### config.mk
export PLATFORM = sky130hd
export DESIGN_NAME = rom_loader_flat
export DESIGN_NICKNAME = d
export VERILOG_FILES = /design/src/rtl/rom_loader_if.sv /design/src/rtl/rom_loader.sv /design/src/flat_wrapper.sv
export SDC_FILE = /design/constraint.sdc
export NUM_CORES = 1
export LEC_CHECK = 0
export ABC_AREA = 1
export CORE_UTILIZATION = 40
export DETAILED_ROUTE_END_ITERATION = 16
export GPL_TIMING_DRIVEN = 0
export HOLD_SLACK_MARGIN = 0.03
export PLACE_DENSITY = 0.6
export SLEW_MARGIN = 20
export SYNTH_ARGS = -nofsm -noshare
export SYNTH_HDL_FRONTEND = slang
export SYNTH_SLANG_ARGS = --single-unit
### constraint.sdc
create_clock -name clk -period 2 [get_ports clk]
set_input_delay 0.4 -clock clk [delete_from_list [all_inputs] [get_ports clk]]
set_output_delay 0.4 -clock clk [all_outputs]
set_load 0.05 [all_outputs]
### src/rtl/rom_loader_if.sv
// rom_loader_if: byte-stream handshake in plus CPU ROM-edit port out.
interface rom_loader_if;
  logic [7:0] rx_data;
  logic rx_valid;
  logic rx_ready;
  logic edit;
  logic [7:0] unit;
  logic [7:0] code;
  logic send;
  modport slave(input rx_data, rx_valid, output rx_ready, edit, unit, code, send);
  modport master(output rx_data, rx_valid, input rx_ready, edit, unit, code, send);
endinterface

### src/rtl/rom_loader.sv
// rom_loader: framed byte stream to CPU ROM-edit writes with checksum status.
module rom_loader #(
  parameter int SEND_CYCLES = 5,
  parameter int GAP_CYCLES = 3,
  parameter logic [7:0] HEADER = 8'hA5
) (
  input logic clk,
  input logic rst,
  rom_loader_if.slave bus,
  input logic abort,
  output logic busy,
  output logic done,
  output logic err,
  output logic [7:0] count
);
  typedef enum logic [2:0] {IDLE, ADDR, LEN, DATA, SETUP, WRITE, GAP, CHECK} state_t;
  state_t state_q, state_d;
  logic [7:0] unit_q, unit_d, code_q, code_d, rem_q, rem_d, sum_q, sum_d, count_q, count_d;
  logic [3:0] tmr_q, tmr_d;
  logic err_q, err_d, done_q, done_d, acc;
  assign bus.rx_ready = !(state_q inside {SETUP, WRITE, GAP});
  assign acc = bus.rx_valid && bus.rx_ready;
  assign busy = state_q != IDLE;
  assign bus.edit = busy;
  assign bus.send = state_q == WRITE;
  assign bus.unit = unit_q;
  assign bus.code = code_q;
  assign done = done_q;
  assign err = err_q;
  assign count = count_q;
  always_comb begin
    state_d = state_q;
    unit_d = unit_q;
    code_d = code_q;
    rem_d = rem_q;
    sum_d = sum_q;
    count_d = count_q;
    tmr_d = tmr_q;
    err_d = err_q;
    done_d = 1'b0;
    if (abort && state_q != IDLE) begin
      state_d = IDLE;
      err_d = 1'b1;
    end else begin
      case (state_q)
        IDLE: if (acc && bus.rx_data == HEADER) begin
          state_d = ADDR;
          err_d = 1'b0;
          count_d = 8'd0;
          sum_d = 8'd0;
        end
        ADDR: if (acc) begin
          unit_d = bus.rx_data;
          state_d = LEN;
        end
        LEN: if (acc) begin
          rem_d = bus.rx_data;
          state_d = bus.rx_data == 8'd0 ? CHECK : DATA;
        end
        DATA: if (acc) begin
          code_d = bus.rx_data;
          sum_d = sum_q + bus.rx_data;
          state_d = SETUP;
        end
        SETUP: begin
          state_d = WRITE;
          tmr_d = 4'(SEND_CYCLES - 1);
        end
        WRITE: if (tmr_q == 4'd0) begin
          state_d = GAP;
          tmr_d = 4'(GAP_CYCLES - 1);
          count_d = count_q + 8'd1;
          rem_d = rem_q - 8'd1;
          unit_d = unit_q + 8'd1;
        end else tmr_d = tmr_q - 4'd1;
        GAP: if (tmr_q == 4'd0) state_d = rem_q == 8'd0 ? CHECK : DATA;
             else tmr_d = tmr_q - 4'd1;
        CHECK: if (acc) begin
          err_d = bus.rx_data != sum_q;
          done_d = 1'b1;
          state_d = IDLE;
        end
        default: state_d = IDLE;
      endcase
    end
  end
  always_ff @(posedge clk or negedge rst) begin
    if (!rst) begin
      state_q <= IDLE;
      unit_q <= 8'd0;
      code_q <= 8'd0;
      rem_q <= 8'd0;
      sum_q <= 8'd0;
      count_q <= 8'd0;
      tmr_q <= 4'd0;
      err_q <= 1'b0;
      done_q <= 1'b0;
    end else begin
      state_q <= state_d;
      unit_q <= unit_d;
      code_q <= code_d;
      rem_q <= rem_d;
      sum_q <= sum_d;
      count_q <= count_d;
      tmr_q <= tmr_d;
      err_q <= err_d;
      done_q <= done_d;
    end
  end
endmodule

### src/flat_wrapper.sv
// flat-port wrapper written by rule: the top's interface ports become plain ports
module rom_loader_flat 
#(
  parameter int SEND_CYCLES = 5,
  parameter int GAP_CYCLES = 3,
  parameter logic [7:0] HEADER = 8'hA5
)
  (clk, rst, abort, busy, done, err, count, bus_rx_data, bus_rx_valid, bus_rx_ready, bus_edit, bus_unit, bus_code, bus_send);
  rom_loader_if bus_i ();
  input logic clk;
  input logic rst;
  input logic abort;
  output logic busy;
  output logic done;
  output logic err;
  output logic [7:0] count;
  input wire logic [$bits(bus_i.rx_data)-1:0] bus_rx_data;
  input wire logic [$bits(bus_i.rx_valid)-1:0] bus_rx_valid;
  output wire logic [$bits(bus_i.rx_ready)-1:0] bus_rx_ready;
  output wire logic [$bits(bus_i.edit)-1:0] bus_edit;
  output wire logic [$bits(bus_i.unit)-1:0] bus_unit;
  output wire logic [$bits(bus_i.code)-1:0] bus_code;
  output wire logic [$bits(bus_i.send)-1:0] bus_send;
  assign bus_i.rx_data = bus_rx_data;
  assign bus_i.rx_valid = bus_rx_valid;
  assign bus_rx_ready = bus_i.rx_ready;
  assign bus_edit = bus_i.edit;
  assign bus_unit = bus_i.unit;
  assign bus_code = bus_i.code;
  assign bus_send = bus_i.send;
  rom_loader #(.SEND_CYCLES(SEND_CYCLES), .GAP_CYCLES(GAP_CYCLES), .HEADER(HEADER)) u_core (.clk(clk), .rst(rst), .bus(bus_i), .abort(abort), .busy(busy), .done(done), .err(err), .count(count));
endmodule
; ---- Word-level counts from Yosys, hierarchy flattened
; Cells that the tools add are included.
[word_totals]
register_bits = 49
input_bits = 12
output_inout_bits = 30
elab_cells = 91
[classes]
n_addsub = 5
n_eq_ne = 22
n_mux = 31
n_bitwise = 1
n_reduce_logical = 23
[op_table]
columns = operator, count
row1 = $pmux W8 S2, 4
row2 = $mux W8, 6
row3 = $mux W3, 10
row4 = $pmux W3 S8, 1
row5 = $ne A3 B1 Y1 const B, 6
row6 = $add A8 B1 Y8 const B, 2
row7 = $logic_not A8 Y1, 2
row8 = $reduce_and A4 Y1, 4
row9 = $eq A3 B3 Y1 const B, 4
row10 = $pmux W4 S3, 1
row11 = $ne A2 B1 Y1 const B, 5
row12 = $reduce_and A3 Y1, 3
row13 = $reduce_bool A3 Y1, 3
row14 = $add A8 B8 Y8, 1
row15 = $eq A8 B8 Y1 const B, 1
row16 = $mux W4, 2
row17 = $ne A8 B8 Y1, 1
row18 = $reduce_bool A2 Y1, 4
row19 = $sub A8 B1 Y8 const B, 1
row20 = $reduce_and A7 Y1, 1
row21 = $eq A3 B2 Y1 const B, 2
row22 = $mux W1, 6
row23 = $logic_not A4 Y1, 1
row24 = $sub A4 B1 Y4 const B, 1
row25 = 8 further kinds, 10

; ---- Longest topological paths before layout
[logic_depth]
depth_word = 8
ltp_mapped = 13
ltp_nobuf = 12

; ---- Worst setup path after synthesis
; No wires, ideal clock.
[synth_path]
path_type = register to output
from = register u_core.state_q[1]
to = output bus_send
t_arrival_ns = 1.327
required_time_ns = 1.600
path_slack_ns = 0.273
stages_incl_launch_ff = 7
path_buffers = 2
path_cell_list = dfrtp_1 -> inv_1 -> ha_1 -> nand2_8 -> inv_2 -> buf_6 -> buf_2
[synth_via]
elab_chain_len = 1
[synth_rtl]
columns = element, line
row1 = from (decl), rom_loader.sv:17  ; state_t state_q, state_d;
row2 = from (signal assigned), rom_loader.sv:99  ; state_q <= state_d;
row3 = $eq A3 B3 Y1, rom_loader.sv:25  ; assign bus.send = state_q == WRITE;
row4 = to (decl), flat_wrapper.sv:23  ; output wire logic [$bits(bus_i.send)-1:0] bus_send;
; No other way between the ends.

; ---- Worst setup path in the final report
[layout_path]
from = register u_core.unit_q[6] (netlist: u_core.bus.unit[6])
to = output bus_unit[6]
[layout_rtl]
columns = element, line
row1 = from (decl), rom_loader.sv:18  ; logic [7:0] unit_q, unit_d, code_q, code_d, rem_q, rem_d, sum_q, sum_d, count_q, count_d;
row2 = from (signal assigned), rom_loader.sv:100  ; unit_q <= unit_d;
row3 = to (decl), flat_wrapper.sv:21  ; output wire logic [$bits(bus_i.unit)-1:0] bus_unit;
; No word-level cell between the ends.

==> results.sh <==
export IMPL_status="finished, final reports clean"
export IMPL_critPathKind="reg2out"
export IMPL_tritoncts="built"
export IMPL_rows=33
export IMPL_netSwitchingPower_mw=3.09
export IMPL_synth_cell_types=31
export IMPL_finalCritPeriodShare=0.972
export IMPL_slew_viol_final=0
export IMPL_dieArea_mm2=0.00884
export IMPL_path_delay_family="buffers and inverters"
export IMPL_wl_um=7810
export IMPL_antenna_found_initial=0
export IMPL_worst_path_largest_cell_delay_ns=0.83
export IMPL_syn_cell_area_mm2=0.00339
export IMPL_fmax_ghz=0.514
export IMPL_dp_hpwl_um=5880
export IMPL_yosysWarnings=0
export IMPL_grt_pass1_wl_um=13300
export IMPL_avgViaCountPerCell=4.84
export IMPL_nNetsFinal=548
export IMPL_io_buffers=41
export IMPL_clk_path_buf_depth=2
export IMPL_grt_ovfl_total=0
export IMPL_drive_gt1_frac=0.104
export IMPL_worst_pin_slew_ns=0.629
export IMPL_syn_area_per_cell_um2=7.19
export IMPL_cts_hold_fix_buffers=0
export IMPL_h_tree_depth=2
export IMPL_worst_setup_path_start_kind="register"
export IMPL_coreArea_mm2=0.00822
export IMPL_avgRoutedWirePerCell_um=12.6
export IMPL_multi_input_area_mm2=0.00188
export IMPL_grt_use_total=0.193
export IMPL_yosys_top_cells_count="160 x nand2_1, 54 x inv_1, 49 x dfrtp_1"
export IMPL_synthCells=471
export IMPL_maxCapViolCount=0
export IMPL_drt_initial_drc_count=75
export IMPL_regArea_mm2=0.00123
export IMPL_synthArstFlopShare=1.00
export IMPL_final_area_mm2=0.00402
export IMPL_ys_top_cells_by_area="dfrtp_1 36%, nand2_1 18%, ha_1 6.3%"
export IMPL_vias=3010
export IMPL_fp_dieH_um=94.0
export IMPL_crit_fanout=5
export IMPL_ys_seq_area_frac=0.362
export IMPL_worstPathCellList="clkdlybuf4s50_1"
export IMPL_synth_most_common_cell="nand2_1"
export IMPL_rsz0062_at_grt="false"
export IMPL_start_util=0.412
export IMPL_hold_viol_final=0
export IMPL_total_power_mw=5.89
export IMPL_whs_ns=0.118
export IMPL_clock_power_share=0.095
export IMPL_p_comb_frac=0.622
export IMPL_r2r_slack_ns=0.18
export IMPL_pwr_share_seq=0.283
export IMPL_cts_sinks=49
export IMPL_vdd_ir_drop_max_mv=0.552
export IMPL_post_place_ws_ns=-0.619
export IMPL_fin_crit_ns=1.94
export IMPL_syn_num_nets=501
export IMPL_synth_seq_cells=49
export IMPL_firstDrtPassIters=4
export IMPL_power_internal_mw=2.80
export IMPL_fillerInstances=818
export IMPL_cp_end_kind="output pin"
export IMPL_slowest_stage="clkdlybuf4s50_1"
export IMPL_placed_cell_area_mm2=0.00393
export IMPL_cts_inserted_buffers=5
export IMPL_grt_pass1_vias=2870
export IMPL_utilization=0.489
export IMPL_stdcell_count=622
export IMPL_p_sw_frac=0.524
export IMPL_synth_top_area_share=0.362
export IMPL_cp_required_ns=1.60
export IMPL_synth_edf_count=0
export IMPL_dieWidth_um=94.0
export IMPL_cp_num_buf_inv=1
export IMPL_synth_area_leader_cell="dfrtp_1"
export IMPL_p_leak_nw=2.18
export IMPL_placed_cells=617
export IMPL_grt_max_degree=50
export IMPL_cts_setup_buffers=0
export IMPL_clock_skew_ns=0.00691
export IMPL_arrival_ns=1.54
export IMPL_min_delay_path_class="in2async"
export IMPL_ant_nets=0
export IMPL_maxSlewHeadroom=0.581
export IMPL_clk_pin_slew_ns=0.09
export IMPL_fin_ws_ns=0.0554
export IMPL_p_per_area_mw_per_mm2=1470
export IMPL_ys_flop_type="dfrtp_1"
export IMPL_clock_latency_ns=0.30
export IMPL_final_setup_tns_ns=0
export IMPL_io_pins=42
export IMPL_area_delta_synth_final_pct=18.7
export IMPL_setup_violations=0
export IMPL_antennaDiodeCount=0
export IMPL_cts_root_buf="clkbuf_8"
export IMPL_drc=0
export IMPL_gp_congestion=0.923
## sequential cells by signal (all words and copies together), names as in the netlist, 3 cells and up
name and cells:
u_core.bus.code 8, u_core.bus.unit 8, u_core.count 8, u_core.rem_q 8, u_core.state_q 3, u_core.sum_q 8
u_core.tmr_q 4
## final timing paths
check                                                    start                        endpoint  depth (start not counted)
worst min register to register     u_core.sum_q[0]$_DFFE_PN0P_     u_core.sum_q[0]$_DFFE_PN0P_                          2
min in group clk                   u_core.sum_q[0]$_DFFE_PN0P_     u_core.sum_q[0]$_DFFE_PN0P_                          2
worst max register to register   u_core.state_q[0]$_DFFE_PN0P_     u_core.rem_q[6]$_DFFE_PN0P_                          9
max in group asynchronous                                  rst   u_core.state_q[0]$_DFFE_PN0P_                          1
worst min-delay path                                       rst  u_core.bus.unit[0]$_DFFE_PN0P_                          1
worst max-delay path            u_core.bus.unit[6]$_DFFE_PN0P_                     bus_unit[6]                          1
## power by group through the flow
stage | clock, mW | combinational, mW | sequential (mW)
final | 0.557 | 3.66 | 1.67
after global routing | 0.614 | 4.07 | 1.72
after CTS | 0.590 | 3.69 | 1.67
after detailed placement | 0 | 3.70 | 1.68
after global placement | 0 | 3.65 | 1.68
after floorplan | 0 | 2.20 | 2.19
## kinds of logic (layout without fill, tap and decap cells)
group | Yosys count | in the layout | synth area share
DFF | 49 | 49 | 0.362
adders and majority gates | 18 | 18 | 0.0687
buffers and inverters | 68 | 114 | 0.0875
AOI/OAI and AO/OA | 58 | 58 | 0.0956
xor gates and xnor gates | 14 | 14 | 0.0362
and+or+nand+nor | 264 | 264 | 0.350
## per-layer routing
metal	wire, µm	GRT usage
met1	3690	0.242
met3	200	0.0316
met5	0	0
met2	3850	0.338
met4	72	0.0538
## area by class of cell
class | instances | share of cell area
inverters | 59 | 0.0557
multi-input cells | 354 | 0.469
well taps | 105 | 0.0327
clock inverters | 1 | 0.00124
plain buffers | 8 | 0.0177
flip-flops and latches | 49 | 0.305
clock buffers | 5 | 0.0171
repair buffers | 41 | 0.102
## layout by cell type, fill, tap and decap left out, types with 3 or more instances in the layout
| cell type | Yosys | final |
|---|---|---|
| nand2_1 | 160 | 160 |
| inv_1 | 54 | 53 |
| dfrtp_1 | 49 | 48 |
| nor2_1 | 45 | 45 |
| o21ai_0 | 33 | 33 |
| nand3_1 | 30 | 30 |
| clkdlybuf4s50_1 | 0 | 28 |
| a21oi_1 | 17 | 16 |
| ha_1 | 17 | 15 |
| xor2_1 | 11 | 11 |
| nand2_4 | 6 | 6 |
| buf_6 | 4 | 5 |
| inv_2 | 4 | 5 |
| buf_2 | 4 | 5 |
| o21ai_2 | 5 | 5 |
| clkbuf_8 | 0 | 5 |
| dlymetal6s2s_1 | 0 | 5 |
| nand2_2 | 4 | 4 |
| nor3_1 | 4 | 4 |
| nand4_1 | 3 | 3 |
| nor2_2 | 3 | 3 |
| nand3b_1 | 3 | 3 |
| xnor2_1 | 3 | 3 |
| dlygate4sd2_1 | 0 | 3 |
## timing repair
action,CTS,global route
gates cloned,0,0
endpoints found under the setup margin,7,15
resized for setup,27,12
hold endpoints to repair,0,0
No activity file was read; power rests on OpenSTA's default activity.
